**src/rtl/fpro_arb_pkg.sv**
```systemverilog
// Shared types for the two-master FPro bus arbiter.
package fpro_arb_pkg;

    // Widest address/data a latched command can carry; the arbiter's
    // ADDR_W/DATA_W must not exceed these.
    localparam int FP_ADDR_W = 21;
    localparam int FP_DATA_W = 32;

    typedef enum logic [1:0] {
        IDLE   = 2'd0,
        ACCESS = 2'd1,
        ACK    = 2'd2
    } state_t;

    typedef struct packed {
        logic                 video_sel;
        logic                 wr;
        logic [FP_ADDR_W-1:0] addr;
        logic [FP_DATA_W-1:0] wr_data;
    } fpro_cmd_t;

endpackage

```
**src/rtl/fpro_arb_pick.sv**
```systemverilog
// Combinational winner select for two requesters.
// A pending lock hold overrides the tie rule; otherwise PRIO_MODE decides ties.
module fpro_arb_pick #(
    parameter int PRIO_MODE = 0
) (
    input  logic [1:0] req,
    input  logic       last_grant,
    input  logic       hold_vld,
    input  logic       hold_id,
    output logic       grant,
    output logic       valid
);

    // Pick a winner: lock hold first, then tie rule, then the lone requester
    always_comb begin
        valid = |req;
        grant = 1'b0;
        if (hold_vld && req[hold_id])
            grant = hold_id;
        else if (req == 2'b11)
            grant = (PRIO_MODE == 1) ? 1'b0 : ~last_grant;
        else
            grant = req[1] & ~req[0];
    end

endmodule

```
**src/rtl/fpro_bus_arbiter.sv**
```systemverilog
// Two-master arbiter for the FPro bus (m0 = MCS bridge, m1 = DMA/blitter).
// IDLE -> ACCESS (one-cycle strobes) -> ACK (ack pulse, re-arbitrate).
// Optional macro FPRO_ARB_LOCK_EN: a master holding lock keeps the bus for
// up to MAX_LOCK consecutive transactions.
module fpro_bus_arbiter
    import fpro_arb_pkg::*;
#(
    parameter int ADDR_W    = 21,
    parameter int DATA_W    = 32,
    parameter int PRIO_MODE = 0,
    parameter int MAX_LOCK  = 16
) (
    input  logic              clk,
    input  logic              reset,
    input  logic              m0_req,
    input  logic              m1_req,
    input  logic              m0_video_sel,
    input  logic              m1_video_sel,
    input  logic              m0_wr,
    input  logic              m1_wr,
    input  logic [ADDR_W-1:0] m0_addr,
    input  logic [ADDR_W-1:0] m1_addr,
    input  logic [DATA_W-1:0] m0_wr_data,
    input  logic [DATA_W-1:0] m1_wr_data,
    input  logic              m0_lock,
    input  logic              m1_lock,
    output logic              m0_ack,
    output logic              m1_ack,
    output logic [DATA_W-1:0] m0_rd_data,
    output logic [DATA_W-1:0] m1_rd_data,
    output logic              fp_mmio_cs,
    output logic              fp_video_cs,
    output logic              fp_wr,
    output logic              fp_rd,
    output logic [ADDR_W-1:0] fp_addr,
    output logic [DATA_W-1:0] fp_wr_data,
    input  logic [DATA_W-1:0] fp_rd_data,
    output logic              owner
);

    state_t                   state, state_nxt;
    fpro_cmd_t                cmd_m0, cmd_m1, win_cmd;
    logic [1:0]               req, req_arb, own_mask;
    logic                     last_grant;
    logic                     pick_grant, pick_vld;
    logic                     latch;
    logic                     hold_vld;
    logic                     lock_take;
    logic [1:0][DATA_W-1:0]   rd_q;

    assign req      = {m1_req, m0_req};
    assign own_mask = owner ? 2'b10 : 2'b01;
    // The master being acked still has req high for the finished command.
    assign req_arb  = (state == ACK) ? (req & ~own_mask) : req;

    // Pack each master's command for latching
    always_comb begin
        cmd_m0           = '0;
        cmd_m0.video_sel = m0_video_sel;
        cmd_m0.wr        = m0_wr;
        cmd_m0.addr      = FP_ADDR_W'(m0_addr);
        cmd_m0.wr_data   = FP_DATA_W'(m0_wr_data);
        cmd_m1           = '0;
        cmd_m1.video_sel = m1_video_sel;
        cmd_m1.wr        = m1_wr;
        cmd_m1.addr      = FP_ADDR_W'(m1_addr);
        cmd_m1.wr_data   = FP_DATA_W'(m1_wr_data);
    end

    assign win_cmd = pick_grant ? cmd_m1 : cmd_m0;

    fpro_arb_pick #(.PRIO_MODE(PRIO_MODE)) u_pick (
        .req        (req_arb),
        .last_grant (last_grant),
        .hold_vld   (hold_vld),
        .hold_id    (owner),
        .grant      (pick_grant),
        .valid      (pick_vld)
    );

`ifdef FPRO_ARB_LOCK_EN
    localparam int CNT_W = $clog2(MAX_LOCK + 1);

    logic [CNT_W-1:0] lock_cnt, lock_cnt_nxt;
    logic [CNT_W:0]   cnt_inc;
    logic             hold_q, hold_nxt;
    logic             own_lock;

    assign own_lock  = owner ? m1_lock : m0_lock;
    assign cnt_inc   = {1'b0, lock_cnt} + 1'b1;
    assign lock_take = hold_nxt;
    assign hold_vld  = hold_q && (state == IDLE);

    // Lock bookkeeping: count locked ACKs, drop the lock once at the limit
    always_comb begin
        lock_cnt_nxt = lock_cnt;
        hold_nxt     = 1'b0;
        if (state == ACK) begin
            if (own_lock && (cnt_inc < (CNT_W+1)'(MAX_LOCK))) begin
                lock_cnt_nxt = cnt_inc[CNT_W-1:0];
                hold_nxt     = 1'b1;
            end else begin
                lock_cnt_nxt = '0;
            end
        end else if (latch && (pick_grant != owner)) begin
            lock_cnt_nxt = '0;
        end
    end

    // Lock counter and one-cycle hold for the IDLE arbitration after ACK
    always_ff @(posedge clk) begin
        if (reset) begin
            lock_cnt <= '0;
            hold_q   <= 1'b0;
        end else begin
            lock_cnt <= lock_cnt_nxt;
            hold_q   <= hold_nxt;
        end
    end
`else
    localparam int unused_max_lock = MAX_LOCK;
    logic unused_lock;
    assign unused_lock = m0_lock ^ m1_lock;
    assign lock_take   = 1'b0;
    assign hold_vld    = 1'b0;
`endif

    // Next-state: grant from IDLE or straight out of ACK
    always_comb begin
        state_nxt = state;
        latch     = 1'b0;
        case (state)
            IDLE: begin
                if (pick_vld) begin
                    state_nxt = ACCESS;
                    latch     = 1'b1;
                end
            end
            ACCESS: state_nxt = ACK;
            ACK: begin
                if (pick_vld && !lock_take) begin
                    state_nxt = ACCESS;
                    latch     = 1'b1;
                end else begin
                    state_nxt = IDLE;
                end
            end
            default: state_nxt = IDLE;
        endcase
    end

    // State register
    always_ff @(posedge clk) begin
        if (reset) state <= IDLE;
        else       state <= state_nxt;
    end

    // FPro strobes are loaded on grant and are zero outside ACCESS
    always_ff @(posedge clk) begin
        if (reset || !latch) begin
            fp_mmio_cs  <= 1'b0;
            fp_video_cs <= 1'b0;
            fp_wr       <= 1'b0;
            fp_rd       <= 1'b0;
            fp_addr     <= '0;
            fp_wr_data  <= '0;
        end else begin
            fp_mmio_cs  <= ~win_cmd.video_sel;
            fp_video_cs <= win_cmd.video_sel;
            fp_wr       <= win_cmd.wr;
            fp_rd       <= ~win_cmd.wr;
            fp_addr     <= ADDR_W'(win_cmd.addr);
            fp_wr_data  <= DATA_W'(win_cmd.wr_data);
        end
    end

    // Owner follows each grant; last_grant updates as the owner is acked
    always_ff @(posedge clk) begin
        if (reset) begin
            owner      <= 1'b0;
            last_grant <= 1'b1;
        end else begin
            if (latch)         owner      <= pick_grant;
            if (state == ACK)  last_grant <= owner;
        end
    end

    // Ack pulses during ACK; read data captured at the end of ACCESS
    always_ff @(posedge clk) begin
        if (reset) begin
            m0_ack <= 1'b0;
            m1_ack <= 1'b0;
            rd_q   <= '0;
        end else begin
            m0_ack <= (state == ACCESS) && !owner;
            m1_ack <= (state == ACCESS) &&  owner;
            if ((state == ACCESS) && fp_rd)
                rd_q[owner] <= fp_rd_data;
        end
    end

    assign m0_rd_data = rd_q[0];
    assign m1_rd_data = rd_q[1];

endmodule

```
**config.mk**
```make
export PLATFORM = sky130hd
export DESIGN_NAME = fpro_bus_arbiter
export DESIGN_NICKNAME = d
export VERILOG_FILES = /design/src/rtl/fpro_arb_pkg.sv /design/src/rtl/fpro_arb_pick.sv /design/src/rtl/fpro_bus_arbiter.sv
export SDC_FILE = /design/constraint.sdc
export NUM_CORES = 1
export LEC_CHECK = 0
export BUFFER_PORTS_ARGS = -buffer_cell sky130_fd_sc_hd__buf_2
export CAP_MARGIN = 10
export CORE_ASPECT_RATIO = 1.1
export CORE_UTILIZATION = 30
export CTS_CLUSTER_SIZE = 24
export DETAILED_ROUTE_END_ITERATION = 8
export GPL_TIMING_DRIVEN = 0
export HOLD_SLACK_MARGIN = 0.1
export REMOVE_ABC_BUFFERS = 1
export SLEW_MARGIN = 20
export SYNTH_ARGS = -nofsm -noshare
export SYNTH_HDL_FRONTEND = slang
export SYNTH_SLANG_ARGS = --single-unit
```
**constraint.sdc**
```tcl
create_clock -name clk -period 1.9 [get_ports clk]
set_input_delay 0.285 -clock clk [delete_from_list [all_inputs] [get_ports clk]]
set_output_delay 0.285 -clock clk [all_outputs]
set_load 0.01 [all_outputs]
```
==> results of run 1 <==
-- kinds of logic (layout without fill, tap and decap cells) --
logic type             after synthesis  count (layout)  synth area share
AO/OA/AOI/OAI                      183             184             0.244
multiplexers                        54              54            0.0985
buffers and inverters               83             324            0.0856
AND/OR/NAND/NOR                    146             146             0.112
flip-flops                         127             127             0.459
-- state kept, by name, summed over array words and instances, names as in the netlist, 2 cells and up --
name / flops
m1_rd_data: 32
fp_wr_data: 32
m0_rd_data: 32
state: 2
fp_addr: 21
-- area by class of cell --
class / count / area, um2
clock inverter: 12 / 111
inverter: 6 / 25.0
timing repair buffer: 286 / 1590
fill: 1848 / 10300
tap: 238 / 298
sequential: 127 / 2550
clock buffer: 20 / 447
multi-input combinational: 384 / 2570
-- cell usage in the layout (no fill, tap or decap), types with 3 or more instances in the layout --
cell type,count
buf_2,268
nand2_1,129
dfxtp_1,124
o2111ai_1,107
a21oi_1,66
mux2i_1,53
clkbuf_16,17
buf_4,7
inv_1,5
buf_12,5
clkinv_4,3
clkinvlp_4,3
clkinv_2,3
buf_6,3
dfxtp_2,3
-- critical path: cells and delay by family (launching register included) --
family	cells	cell delay, ns
flip-flops	1	0.50
AO/OA/AOI/OAI	1	0.36
multiplexers	2	0.71
-- repair_timing --
action / in CTS / in global routing
cloned: 1 / 0
endpoints found under the hold margin: 1 / 0
pin swaps: 3 / 2
endpoints found under the setup margin: 86 / 8
resized for setup: 4 / 0
hold buffers: 1 / 0
buffers inserted: 1 / 4
-- stage by stage --
stage | area, um2 | total power (uW) | worst slack (ns)
6_report | 7590 | 6840 | 0.0853
4_1_cts | 7560 | 6940 | 0.0582
2_1_floorplan | 5080 | 3330 | -1.33
5_1_grt | 7590 | 7170 | 0.00232
3_5_place_dp | 6960 | 3790 | -0.322
3_3_place_gp | 6730 | 3750 | -3.66
-- final timing paths --
path / from / endpoint / slack [ns] / depth (start not counted)
setup / recovery: owner / fp_wr_data[28] / 0.09 / 3
hold reg to reg: m0_rd_data[13] / m0_rd_data[13] / 0.45 / 2
setup reg to reg: owner / fp_wr_data[28] / 0.09 / 3
hold / removal: fp_rd_data[27] / m1_rd_data[27] / 0.13 / 3
-- per-layer routing --
| metal | routed length, um | global-route usage | up-vias |
|---|---|---|---|
| met3 | 1650 | 0.0736 | 10 |
| met2 | 7960 | 0.291 | 245 |
| met1 | 7790 | 0.228 | 2544 |
| li1 | - | - | 2666 |
| met4 | 127 | 0.0477 | 0 |
| met5 | 0 | 0 | - |
-- power breakdown --
| group | internal [uW] | switching, uW | leakage [uW] | total, uW |
|---|---|---|---|---|
| clock | 1840 | 1240 | 0.000267 | 3080 |
| combinational | 392 | 534 | 0.00195 | 925 |
| sequential | 2780 | 51.3 | 0.00103 | 2830 |
==> results.toml, run 1 <==
[run_status]
outcome = "complete, no violations"

[drt]
finalWirelength_mm = 17.5
drtIter0Drc = 188
wl_per_cell_um = 16.3
firstDrtPassIters = 4
vias = 5465
vias_per_cell = 5.09
postRouteAntennaNets = 0
drc = 0

[synthesis]
synth_top_cells_by_area = "dfxtp_1, o2111ai_1, mux2i_1"
synth.ff_latch_count = 127
yosysMostFrequentCell = "nand2_1"
syn_area_mm2 = 0.00554
ys_types = 36
ys_seq_area_frac = 0.459
async_reset_ff_frac = 0
synth-warning-count = 0
synth_top_area_cell = "dfxtp_1"
avgSynthCellArea_um2 = 9.34
synth_top_flop_cell = "dfxtp_1"
syn_inst = 593
synth_common_cells = "nand2_1, dfxtp_1, o2111ai_1"
synth-edff-count = 0
synth_top_area_share = 0.459

[cells_and_area]
synthToLayoutAreaGrowth_pct = 37.1
instances_no_fill = 1073
antenna_cells = 0
layout.nets = 970
final_util = 0.425
drive_above_1_share = 0.394

[place]
gp_congestion = 0.800
port_buffers = 269
hpwlAfterDp_mm = 11.9
dp.cells = 1034

[sta]
finClkSkew_ns = 0.0131
tightest_slew_ns = 0.720
fin_crit_sh = 0.955
slew_headroom = 0.520
hold_viol = 0
setup_tns_ns = 0
fmax_ghz = 0.551
slew_violations = 0
whs_ns = 0.126
rsz0062_at_grt = "no"
setup_violations = 0
period_minus_slack_ns = 1.81

[worst_setup_path]
critPathMaxStageDelay_ns = 0.60
cp_slowest_cell = "mux2_8"
startpoint_type = "flop"
worstPathRequired_ns = 2.18
crit_chain = "mux2_8 > o2111ai_1 > mux2i_1"
end_kind = "flop"
path_max_fanout = 107
critPathKind = "reg2reg"
cp.arrival_ns = 2.10

[floorplan]
dieArea_mm2 = 0.0190
die_height_um = 144
core-area_mm2 = 0.0179
ios = 272
dieWidth_um = 132
start_util = 0.310
rows = 51

[clock_network]
cts_buffers = 17
h-tree-depth = 4
clock_sinks = 127
path_clk_slew_ns = 0.06
worstSkewPairLatency_ns = 0.41
cts_root_buffer = "clkbuf_16"
cts_max_path_buffers = 2
cts_tree = "yes"

[power]
power_per_cell_area_mw_per_mm2 = 901
vdd_drop_max_mv = 0.590
leakagePower_uw = 0.00325

[global_route]
grt_first_pass_wirelength_mm = 27.3
grt_max_degree = 108
grt-ovfl-total = 0
grt_usage = 0.182
antenna_found_initial = 0
grt_pass1_vias = 5083

[job]
drv_cap = 0

[min_path]
hold_path.class = "in2reg"
No activity file was read; power rests on OpenSTA's default activity.
==> run 2, diff against run 1 <==
--- a/config.mk
+++ b/config.mk
@@ -13,7 +13,6 @@
 export DETAILED_ROUTE_END_ITERATION = 8
 export GPL_TIMING_DRIVEN = 0
 export HOLD_SLACK_MARGIN = 0.1
-export REMOVE_ABC_BUFFERS = 1
 export SLEW_MARGIN = 20
 export SYNTH_ARGS = -nofsm -noshare
 export SYNTH_HDL_FRONTEND = slang
==> run 2 against run 1 <==
Effect of this change: routed wire length up 3.0%; clock skew down 0.0028 ns; setup slack better by 0.12 ns; critical path type unchanged; via count up 1.6%; largest power group unchanged; hold slack worse by 0.0081 ns; sequential power about the same; utilization up 1.2 points; global-route usage up 0.35 points; final cell count up 5.7%; sequential cell count unchanged.
==> results.toml, run 2 (synthesis gave the netlist of run 1 again) <==
[drt]
drc = 0
vias = 5554
firstDrtPassIters = 4
finalWirelength_mm = 18.0
wl_per_cell_um = 15.9
postRouteAntennaNets = 0
drtIter0Drc = 223
vias_per_cell = 4.90

[worst_setup_path]
worstPathRequired_ns = 2.23
path_max_fanout = 10
cpMostUsedCell = "buf_2"
critPathMaxStageDelay_ns = 0.32
startpoint_type = "flop"
cp_slowest_cell = "dfxtp_1"
crit_chain = "buf_6 > nor2_4 > buf_2 > buf_2 > o2111ai_1 > mux2i_1"
cp.arrival_ns = 2.02
critPathKind = "reg2reg"
end_kind = "flop"

[power]
p_int_uw = 5260
combPwrFrac = 0.138
leakagePower_uw = 0.00340
power_per_cell_area_mw_per_mm2 = 908
pwr-share-clk = 0.465
p_total_uw = 7080
switching_share = 0.257
vdd_drop_max_mv = 0.620
netSwitchingPower_uw = 1820
seq_power_share = 0.397

[place]
gp_congestion = 0.831
hpwlAfterDp_mm = 13.5
port_buffers = 269
dp.cells = 1100

[global_route]
grt-ovfl-total = 0
grt_usage = 0.186
grt_first_pass_wirelength_mm = 27.4
antenna_found_initial = 2
grt_max_degree = 17
grt_pass1_vias = 5342

[sta]
slew_violations = 0
fmax_ghz = 0.592
fin_crit_sh = 0.889
tightest_slew_ns = 0.513
finClkSkew_ns = 0.0103
whs_ns = 0.118
slew_headroom = 0.658
setup_tns_ns = 0
period_minus_slack_ns = 1.69
rsz0062_at_grt = "no"
hold_viol = 0
setup_violations = 0

[floorplan]
die_height_um = 144
dieWidth_um = 132
ios = 272
dieArea_mm2 = 0.0190
rows = 51
core-area_mm2 = 0.0179
start_util = 0.310

[synthesis]
synth_nets = 741

[cells_and_area]
final_util = 0.436
final_common_cell = "buf_2"
drive_above_1_share = 0.386
nFillCells = 1842
layout.nets = 1031
final_cell_mix = "buf_2, nand2_1, dfxtp_1"
instances_no_fill = 1134
antenna_cells = 0
synthToLayoutAreaGrowth_pct = 40.9

[clock_network]
clock_sinks = 127
cts_root_buffer = "clkbuf_16"
h-tree-depth = 4
path_clk_slew_ns = 0.06
cts_tree = "yes"
cts_buffers = 17
cts_resized = 0
cts_max_path_buffers = 2
worstSkewPairLatency_ns = 0.42

[run_status]
outcome = "complete, no violations"

[job]
drv_cap = 0

[min_path]
hold_path.class = "in2reg"
run 2: cell count changes in the layout (fill, tap and decap cells not counted), moves of 3 or more:
cell	delta
clkbuf_1	+33
buf_2	+20
buf_6	+11
buf_12	-5
dfxtp_1	+3
dfxtp_2	-3
run 2: final timing paths:
path | startpoint | end | slack, ns | depth (start not counted)
min | fp_rd_data[9] | m1_rd_data[9] | 0.12 | 3
min reg2reg | m1_rd_data[28] | m1_rd_data[28] | 0.45 | 2
max | state[0] | fp_addr[0] | 0.21 | 6
max reg2reg | state[0] | fp_addr[0] | 0.21 | 6
run 2: critical path, delay by kind of cell, from the launching register on:
family / cells / cell delay (ns)
multiplexers: 1 / 0.21
AO/OA/AOI/OAI: 1 / 0.14
AND/OR/NAND/NOR: 1 / 0.25
flip-flops: 1 / 0.32
buffers and inverters: 3 / 0.68
run 2: layout make-up:
| type | count | area [um2] | share of cell area |
|---|---|---|---|
| flip-flops and latches | 127 | 2540 | 0.326 |
| multi-input cells | 383 | 2520 | 0.323 |
| repair buffers | 271 | 1370 | 0.175 |
| plain buffers | 77 | 452 | 0.0579 |
| clock buffers | 19 | 433 | 0.0555 |
| well taps | 238 | 298 | 0.0382 |
| clock inverters | 13 | 165 | 0.0212 |
| inverters | 6 | 22.5 | 0.00289 |
run 2: per-stage QoR:
stage	instance area (um2)	worst slack, ns
after floorplan	5540	0.430
after global placement	7180	0.192
after detailed placement	7180	0.202
after CTS	7800	0.190
after global routing	7800	0.115
final	7800	0.210
run 2: power by group through the flow:
stage               clock network (uW)  registers, uW  logic [uW]
finish                            3290           2810         976
detailed placement                   0           2870         975
global route                      3510           2820        1060
floorplan                            0           2930         499
global placement                     0           2870         971
CTS                               3380           2810         981
run 2: routing by layer:
layer,wire length (um),global-route usage,vias to the layer above
li1,-,-,2793
met1,7590,0.216,2508
met2,8510,0.306,224
met3,1570,0.0754,27
met4,355,0.0716,2
met5,10,0,-
run 2: timing repair:
action | CTS | global route
hold endpoints to repair | 2 | 0
hold buffers | 2 | 0
buffers inserted | 0 | 0
setup endpoints to repair | 0 | 0
==> run 3, diff against run 2 <==
--- a/config.mk
+++ b/config.mk
@@ -5,14 +5,17 @@
 export SDC_FILE = /design/constraint.sdc
 export NUM_CORES = 1
 export LEC_CHECK = 0
+export ABC_AREA = 1
 export BUFFER_PORTS_ARGS = -buffer_cell sky130_fd_sc_hd__buf_2
 export CAP_MARGIN = 10
 export CORE_ASPECT_RATIO = 1.1
 export CORE_UTILIZATION = 30
+export CTS_BUF_LIST = sky130_fd_sc_hd__clkbuf_4 sky130_fd_sc_hd__clkbuf_8
 export CTS_CLUSTER_SIZE = 24
 export DETAILED_ROUTE_END_ITERATION = 8
 export GPL_TIMING_DRIVEN = 0
 export HOLD_SLACK_MARGIN = 0.1
+export RECOVER_POWER = 100
 export SLEW_MARGIN = 20
 export SYNTH_ARGS = -nofsm -noshare
 export SYNTH_HDL_FRONTEND = slang
==> run 3 against run 2 <==
Effect of this change: first-iteration DRC count is 1.8% higher; largest cell class is now buffers; design area is 1.6% lower; critical path depth is 2 higher; largest power group is now registers; highest routed layer is now met4.
==> results.toml, run 3 <==
[run_status]
outcome = "complete, no violations"

[synthesis]
synthMuxAreaShare = 0
synth_common_cells = "dfxtp_1, a21oi_1, nor2_1"
synth_top_cells_by_area = "dfxtp_1, a21oi_1, o21ai_0"
synth_compound_area_frac = 0.180
synth-warning-count = 0
avgSynthCellArea_um2 = 8.30
ys_types = 19
synth_top_area_share = 0.548
synth_simple_gate_area_frac = 0.184
synthXorXnorAreaFrac = 0
synth.ff_latch_count = 127
ys_seq_area_frac = 0.548
synth_top_family_by_area = "simple AND/OR/NAND/NOR gates"
synth-edff-count = 0
synthAdderAreaFrac = 0
synth_nets = 707
yosysMostFrequentCell = "dfxtp_1"
async_reset_ff_frac = 0
synth_top_area_cell = "dfxtp_1"
synth_top_flop_cell = "dfxtp_1"
syn_area_mm2 = 0.00464
syn_inst = 559

[clock_network]
cts_max_path_buffers = 2
h-tree-depth = 4
post_cts_buffers = 0
clock_sinks = 127
cts_buffers = 17
cts_tree = "yes"
cts_root_buffer = "clkbuf_8"
path_clk_slew_ns = 0.07
worstSkewPairLatency_ns = 0.44

[sta]
setup_tns_ns = 0
rsz0062_at_grt = "no"
slew_headroom = 0.607
setup_violations = 0
slew_violations = 0
finClkSkew_ns = 0.0111
hold_viol = 0
tightest_slew_ns = 0.590
fmax_ghz = 0.572
fin_crit_sh = 0.921
period_minus_slack_ns = 1.75

[power]
leakagePower_uw = 0.00326
vdd_drop_max_mv = 0.390
power_per_cell_area_mw_per_mm2 = 806
p_total_uw = 6190

[drt]
vias = 5368
vias_per_cell = 4.54
finalWirelength_mm = 16.8
drtIter0Drc = 227
drc = 0
firstDrtPassIters = 4
wl_per_cell_um = 14.2
postRouteAntennaNets = 0

[global_route]
grt_first_pass_wirelength_mm = 26.2
grt_max_degree = 17
grt_pass1_vias = 5507
grt-ovfl-total = 0
antenna_found_initial = 1
grt_usage = 0.211

[worst_setup_path]
path_max_fanout = 10
critPathKind = "reg2reg"
worstPathRequired_ns = 2.28
end_kind = "flop"
cp.arrival_ns = 2.13
startpoint_type = "flop"

[floorplan]
dieWidth_um = 121
ios = 272
start_util = 0.308
core-area_mm2 = 0.0151
die_height_um = 132
rows = 47
dieArea_mm2 = 0.0160

[cells_and_area]
nFillCells = 1512
final_common_cell = "buf_2"
layout.nets = 1121
final_cell_mix = "buf_2, clkbuf_1, dfxtp_1, dlygate4sd3_1, a21oi_1"
synthToLayoutAreaGrowth_pct = 65.5
drive_above_1_share = 0.218

[place]
gp_congestion = 0.766
port_buffers = 269
hpwlAfterDp_mm = 11.0

[min_path]
hold_path.class = "in2reg"

[job]
drv_cap = 0
[run 3: cell types whose count changed in the layout (fill, tap and decap cells not counted), moves of 18 or more]
cell and change:
buf_2 -140, dlygate4sd3_1 +124, clkbuf_1 +109, o2111ai_1 -107
nor2_1 +68, nand2_1 -64, o21ai_0 +62, nand3_1 +59
mux2i_1 -53, inv_1 +32, clkbuf_8 +18
[run 3: final timing paths]
path / from / to / slack (ns) / depth (start not counted)
setup / recovery: owner / fp_wr_data[17] / 0.15 / 8
hold / removal: m1_wr_data[8] / fp_wr_data[8] / 0.13 / 3
setup reg to reg: owner / fp_wr_data[17] / 0.15 / 8
hold reg to reg: m1_rd_data[12] / m1_rd_data[12] / 0.44 / 2
[run 3: what timing repair did]
action / in CTS / in global routing
endpoints found under the setup margin: 0 / 5
resized for setup: 0 / 5
hold endpoints to repair: 81 / 0
hold buffers: 126 / 0
[run 3: metrics by stage]
| step | area, um2 | hold WS, ns | cells | utilization | setup slack, ns |
|---|---|---|---|---|---|
| CTS | 7900 | 0.100 | 1182 | 0.525 | 0.0562 |
| global placement | 6230 | 0.430 | 1024 | 0.414 | 0.272 |
| detailed placement | 6230 | 0.435 | 1024 | 0.414 | 0.260 |
| floorplan | 4640 | 0.354 | 559 | - | 0.598 |
| global route | 7670 | 0.104 | 1182 | 0.510 | 0.0272 |
| finish | 7680 | 0.130 | 1183 | 0.510 | 0.150 |
[run 3: cell families (layout without fill, tap and decap cells)]
group	Yosys count	after routing
buffers and inverters	82	509
AO/OA/AOI/OAI	152	152
other	0	1
flip-flops	127	127
AND/OR/NAND/NOR	198	198
[run 3: power by group]
part	internal [uW]	switching [uW]
clock	1350	1070
sequential	2780	42.5
combinational	462	489
[run 3: cell type report]
cell class / instances / area, um2 / share of cell area
flip-flops and latches: 127 / 2540 / 0.331
multi-input cells: 350 / 1640 / 0.213
clock inverters: 12 / 143 / 0.0186
well taps: 196 / 245 / 0.0319
plain buffers: 42 / 239 / 0.0311
clock buffers: 20 / 263 / 0.0342
diodes: 1 / 2.50 / 0.000326
inverters: 40 / 150 / 0.0196
repair buffers: 395 / 2450 / 0.319
[run 3: metal layers]
metal	track usage	wire, um	vias up
li1	-	-	2671
met1	0.230	6760	2398
met2	0.363	8190	262
met3	0.0845	1460	37
met4	0.0796	384	0
met5	0	0	-
[run 3: worst max-delay path, cell delays in order (launching register included)]
cell and delay [ns]:
dfxtp_2 0.41, inv_2 0.07, nand3_2 0.07, nand2_1 0.05, nand2_1 0.09, nand3_2 0.11, buf_6 0.17, a21oi_1 0.15
dlygate4sd3_1 0.56
